[config.mk]
export PLATFORM = sky130hd
export DESIGN_NAME = run_stream_tx_flat
export DESIGN_NICKNAME = d
export VERILOG_FILES = /design/src/rtl/run_stream_if.sv /design/src/rtl/run_stream_tx.sv /design/src/flat_wrapper.sv
export SDC_FILE = /design/constraint.sdc
export NUM_CORES = 1
export LEC_CHECK = 0
export BUFFER_PORTS_ARGS = -buffer_cell sky130_fd_sc_hd__buf_2
export CAP_MARGIN = 20
export CORE_AREA = 2 2 39 41
export CTS_CLUSTER_DIAMETER = 200
export CTS_CLUSTER_SIZE = 16
export DETAILED_ROUTE_END_ITERATION = 6
export DIE_AREA = 0 0 41 43
export GPL_ROUTABILITY_DRIVEN = 1
export PLACE_DENSITY_LB_ADDON = 0.08
export SLEW_MARGIN = 20
export SYNTH_ARGS = -nofsm -noshare
export SYNTH_HDL_FRONTEND = slang
export SYNTH_SLANG_ARGS = --single-unit
[constraint.sdc]
create_clock -name i_clock -period 1.65 [get_ports i_clock]
set_input_delay 0.0825 -clock i_clock [delete_from_list [all_inputs] [get_ports i_clock]]
set_output_delay 0.0825 -clock i_clock [all_outputs]
set_load 0.01 [all_outputs]
[src/rtl/run_stream_if.sv]
// Command/stream bundle for run_stream_tx; signal prefixes are from the transmitter's view.
interface run_stream_if #(
  parameter int LEN_W = 4
);
  logic             i_cmd_valid;
  logic             o_cmd_ready;
  logic             i_cmd_bit;
  logic [LEN_W-1:0] i_cmd_len;
  logic             o_w;
  logic             o_busy;
  logic             o_done;
  logic             o_exp_z;

  modport master (
    output i_cmd_valid, i_cmd_bit, i_cmd_len,
    input  o_cmd_ready, o_w, o_busy, o_done, o_exp_z
  );

  modport slave (
    input  i_cmd_valid, i_cmd_bit, i_cmd_len,
    output o_cmd_ready, o_w, o_busy, o_done, o_exp_z
  );
endinterface

[src/rtl/run_stream_tx.sv]
// Run-length serial transmitter: expands {bit, len} commands into a contiguous stream on o_w.
// Optional detector reference model on o_exp_z is compiled in with RUN_STREAM_EXPZ_EN.
//
// state  | meaning
// S_IDLE | no run in progress, o_w holds the last bit sent
// S_SEND | emitting a run, r_rem bits left after the current one
module run_stream_tx #(
  parameter int LEN_W = 4
) (
  input  logic         i_clock,
  input  logic         i_reset,
  run_stream_if.slave  bus
);

  typedef enum logic {S_IDLE, S_SEND} state_t;

  state_t           r_state;
  logic [LEN_W-1:0] r_rem;
  logic             r_w;
  logic             r_zero_done;

  state_t           w_state_nxt;
  logic [LEN_W-1:0] w_rem_nxt;
  logic             w_w_nxt;
  logic             w_zero_done_nxt;
  logic             w_last;
  logic             w_accept;

  assign w_last   = (r_state == S_SEND) && (r_rem == '0);
  assign w_accept = bus.i_cmd_valid && bus.o_cmd_ready;

  assign bus.o_cmd_ready = (r_state == S_IDLE) || w_last;
  assign bus.o_busy      = (r_state == S_SEND);
  // Suppressed under reset so an abandoned command never reports completion.
  assign bus.o_done      = ~i_reset & (w_last | r_zero_done);
  assign bus.o_w         = r_w;

  always_comb begin
    w_state_nxt     = r_state;
    w_rem_nxt       = r_rem;
    w_w_nxt         = r_w;
    w_zero_done_nxt = 1'b0;
    if (w_accept) begin
      if (bus.i_cmd_len != '0) begin
        w_state_nxt = S_SEND;
        w_rem_nxt   = bus.i_cmd_len - LEN_W'(1);
        w_w_nxt     = bus.i_cmd_bit;
      end else begin
        w_state_nxt     = S_IDLE;
        w_rem_nxt       = '0;
        w_zero_done_nxt = 1'b1;
      end
    end else if (r_state == S_SEND) begin
      if (r_rem != '0) begin
        w_rem_nxt = r_rem - LEN_W'(1);
      end else begin
        w_state_nxt = S_IDLE;
      end
    end
  end

  always_ff @(posedge i_clock) begin
    if (i_reset) begin
      r_state     <= S_IDLE;
      r_rem       <= '0;
      r_w         <= 1'b0;
      r_zero_done <= 1'b0;
    end else begin
      r_state     <= w_state_nxt;
      r_rem       <= w_rem_nxt;
      r_w         <= w_w_nxt;
      r_zero_done <= w_zero_done_nxt;
    end
  end

`ifdef RUN_STREAM_EXPZ_EN
  // Mirrors the detector: Z is registered one edge after the run count reaches four.
  logic       r_run_bit;
  logic [2:0] r_run_cnt;
  logic       r_exp_z;

  always_ff @(posedge i_clock) begin
    if (i_reset) begin
      r_run_bit <= 1'b0;
      r_run_cnt <= 3'd0;
      r_exp_z   <= 1'b0;
    end else begin
      r_exp_z <= (r_run_cnt == 3'd4);
      if ((r_run_cnt == 3'd0) || (r_w != r_run_bit)) begin
        r_run_bit <= r_w;
        r_run_cnt <= 3'd1;
      end else if (r_run_cnt != 3'd4) begin
        r_run_cnt <= r_run_cnt + 3'd1;
      end
    end
  end

  assign bus.o_exp_z = r_exp_z;
`else
  assign bus.o_exp_z = 1'b0;
`endif

endmodule
[src/flat_wrapper.sv]
// flat-port wrapper written by rule: the top's interface ports become plain ports
module run_stream_tx_flat 
#(
  parameter int LEN_W = 4
)
  (i_clock, i_reset, bus_i_cmd_valid, bus_i_cmd_bit, bus_i_cmd_len, bus_o_cmd_ready, bus_o_w, bus_o_busy, bus_o_done, bus_o_exp_z);
  run_stream_if #(.LEN_W(LEN_W)) bus_i ();
  input  logic i_clock;
  input  logic i_reset;
  input wire logic [$bits(bus_i.i_cmd_valid)-1:0] bus_i_cmd_valid;
  input wire logic [$bits(bus_i.i_cmd_bit)-1:0] bus_i_cmd_bit;
  input wire logic [$bits(bus_i.i_cmd_len)-1:0] bus_i_cmd_len;
  output wire logic [$bits(bus_i.o_cmd_ready)-1:0] bus_o_cmd_ready;
  output wire logic [$bits(bus_i.o_w)-1:0] bus_o_w;
  output wire logic [$bits(bus_i.o_busy)-1:0] bus_o_busy;
  output wire logic [$bits(bus_i.o_done)-1:0] bus_o_done;
  output wire logic [$bits(bus_i.o_exp_z)-1:0] bus_o_exp_z;
  assign bus_i.i_cmd_valid = bus_i_cmd_valid;
  assign bus_i.i_cmd_bit = bus_i_cmd_bit;
  assign bus_i.i_cmd_len = bus_i_cmd_len;
  assign bus_o_cmd_ready = bus_i.o_cmd_ready;
  assign bus_o_w = bus_i.o_w;
  assign bus_o_busy = bus_i.o_busy;
  assign bus_o_done = bus_i.o_done;
  assign bus_o_exp_z = bus_i.o_exp_z;
  run_stream_tx #(.LEN_W(LEN_W)) u_core (.i_clock(i_clock), .i_reset(i_reset), .bus(bus_i));
endmodule
==> flow_metrics.tcl <==
set metrics [dict create \
    skew_ns 0.00459 \
    hpwlAfterDp_um 809 \
    synth_top_area_share_pct 30.4 \
    hold_viol 0 \
    holdWs_ns 0.0920 \
    required_ns 1.57 \
    core-area_um2 1380 \
    fmax_mhz 626 \
    syn_inst 55 \
    start_util_pct 33.4 \
    crit_cells 6 \
    grtUsageMet1_pct 18.8 \
    io_buffers 11 \
    ios 13 \
    critPathMaxStageDelay_ns 0.41 \
    vias 465 \
    path_delay_family "simple AND/OR/NAND/NOR gates" \
    timing.rr.start "u_core.r_rem[0]" \
    status "completed" \
    dieHeight_um 43 \
    startpoint "u_core.r_rem[0]" \
    cts_tree "done" \
    antenna_found_initial 0 \
    p_leak_nw 0.260 \
    reg2regPathDepth 5 \
    critPathCapture "bus_o_cmd_ready" \
    startpoint_type "register" \
    power.internal_w 0.000387 \
    drive_gt1_share_pct 41.1 \
    ys_ff_latch 7 \
    drt_wl_total_um 1150 \
    place_ws_ns -0.0139 \
    grt_pass1_vias 447 \
    holdPathStages 3 \
    drtAntennaViolNets 0 \
    grt-ovfl-total 0 \
    setup_viol_count_final 0 \
    powerDensity_nw_per_um2 918 \
    use_met2_pct 25.6 \
    ff2ff_setup_slack_ns 0.07 \
    setup.worst_path.end_class "output pin" \
    p_sw_share_pct 31.8 \
    power.share.clock_pct 28.3 \
    final.setup.worst_slack_ns 0.0533 \
    postCtsHoldBufs 0 \
    grt_max_degree 13 \
    p_sw_w 0.000181 \
    rsz0062_at_grt "no" \
    grt_pass1_wl_um 1930 \
    post-route-drc-count 0 \
    routed_via_density 5.22 \
    clk_latency_ns 0.25 \
    total_power_w 0.000567 \
    ys_seq_area_share_pct 30.4 \
    final_core_util_pct 44.7 \
    synth.avg_cell_area_um2 8.39 \
    htreeDepth 1 \
    grtUsageMet3_pct 6.81 \
    cts-root-buf "clkbuf_4" \
    synth_fp_nets 64 \
    path_clk_slew_ns 0.06 \
    netlist_area_um2 462 \
    yosysTopAreaCell "dfxtp_1" \
    ys_warn_count 0 \
    nets 83 \
    clock_path_buffers 2 \
    r2r-end "u_core.r_rem[0]" \
    hold_class "in2reg" \
    rows 14 \
    cp_cell_sequence "inv_2 > ha_4 > or3b_4 > and2_4 > inv_4 > buf_6" \
    grt.busiest_layer "met2" \
    layout_min_cycle_time_ns 1.60 \
    first_iter_violations 5 \
    cts_buffers 3 \
    synth_area_leaders "dfxtp_1, mux2i_1, inv_1" \
    worst_path_max_delay_cell "or3b_4" \
    dr.pass1.iters 2 \
    fin_setup_tns_ns 0 \
    period_share_pct 96.8 \
    grt_use_total_pct 16.6 \
    p_comb_share_pct 35.9 \
    cts.sinks 7 \
    worstPathArrival_ns 1.51 \
    die_area_um2 1760 \
    gp_congestion 0.715 \
    critPathKind "reg2out" \
    routedWlPerCell_um 13.0 \
    syn_to_final_growth_pct 33.9 \
    seq_power_share_pct 35.8 \
    antennaDiodeCount 0 \
    vdd_drop_max_mv 0.425 \
    drv_slew 0 \
    path_buf_inv 3 \
    max_cap_violations 0 \
    cp_max_fo 6 \
    die_width_um 41 \
    ys_types 34 \
]
## sequential cells by signal, summed over array words and instances (netlist names)
register	cells
u_core.r_zero_done	1
u_core.bus.o_w	1
u_core.bus.o_busy	1
u_core.r_rem	4
## power by group through the flow
stage                     clock network, W  registers [W]  logic, W
after detailed placement                 0       0.000204  0.000170
final                             0.000161       0.000203  0.000204
after global routing              0.000179       0.000206  0.000222
after global placement                   0       0.000204  0.000174
after floorplan                          0       0.000200  0.000115
after CTS                         0.000168       0.000200  0.000190
## per-layer routing
layer  vias to the layer above  part of all wire [%]
li1                        245                     -
met1                       209                    44
met2                         9                    50
met3                         2                   4.3
met4                         0                   1.3
met5                         -                     0
## synth_stat cells
library cell and number:
o41ai_1 1, nand2_1 1, a21oi_1 3, o311a_1 1, nor2b_1 1, inv_1 5
nor2_1 5, and2_1 1, dfxtp_1 7, buf_6 1, a21boi_0 1, or3b_1 1
nor4_1 1, a221o_1 1, a221oi_1 1, ha_1 1, o21ai_0 1, buf_4 1
buf_1 1, conb_1 1, clkbuf_1 1, nand3_1 2, a32oi_1 1, a31oi_1 2
o31a_1 1, nor3_1 2, a211oi_1 1, mux2i_1 2, or4b_1 1, xnor2_1 1
a2111o_1 1, o41ai_2 1, nand2b_1 2, a211o_1 1
## layout make-up
cell class	count	area [um2]
clock buffer	4	26.3
inverter	5	21.3
tap	16	20.0
fill	140	766
timing repair buffer	18	114
sequential	7	143
multi-input combinational	39	294
## how the worst min path moves through the flow
stage / slack [ns] / start / to
6_report: 0.09 / bus_i_cmd_bit / u_core.bus.o_w
5_1_grt: 0.1 / bus_i_cmd_bit / u_core.bus.o_w
4_1_cts: 0.08 / bus_i_cmd_bit / u_core.bus.o_w
3_5_place_dp: 0.36 / bus_i_cmd_bit / u_core.bus.o_w
3_3_place_gp: 0.36 / bus_i_cmd_bit / u_core.bus.o_w
2_1_floorplan: 0.23 / bus_i_cmd_len[1] / u_core.r_zero_done
## logic make-up (layout without fill, tap and decap cells)
logic type               Yosys count  count (layout)  share of synthesized area [%]
multiplexers                       2               2                           4.34
adder cells (fa/ha/maj)            1               1                           2.71
other                              1               1                          0.812
XOR/XNOR                           1               1                           1.90
flip-flops                         7               7                           30.4
AO/OA/AOI/OAI                     17              17                           30.1
AND/OR/NAND/NOR                   17              17                           20.1
buffers and inverters              9              27                           9.76
## tightest hold or removal path: cells and delay by family
family / cells / cell delay [ns]
muxes: 1 / 0.06
buffers and inverters: 1 / 0.10
and+or+nand+nor: 1 / 0.06
## per-stage QoR
| step | instances | area (um2) |
|---|---|---|
| 2_1_floorplan | 55 | 462 |
| 3_3_place_gp | 83 | 548 |
| 3_5_place_dp | 83 | 548 |
| 4_1_cts | 88 | 596 |
| 5_1_grt | 89 | 618 |
| 6_report | 89 | 618 |
## layout by cell type, fill, tap and decap left out, drive strengths merged, types with 2 or more instances in the layout
cell    instances
a21oi           3
a31oi           2
buf            18
clkbuf          4
dfxtp           7
inv             5
mux2i           2
nand2b          2
nand3           2
nor2            5
nor3            2
o41ai           2
## repair_timing
action	in CTS	in global routing
endpoints found under the setup margin	2	2
endpoints found under the hold margin	0	0
resized for setup	5	6
setup buffers	1	1
pin swaps	3	0
Note: power is estimated with default switching activity, not from simulation.
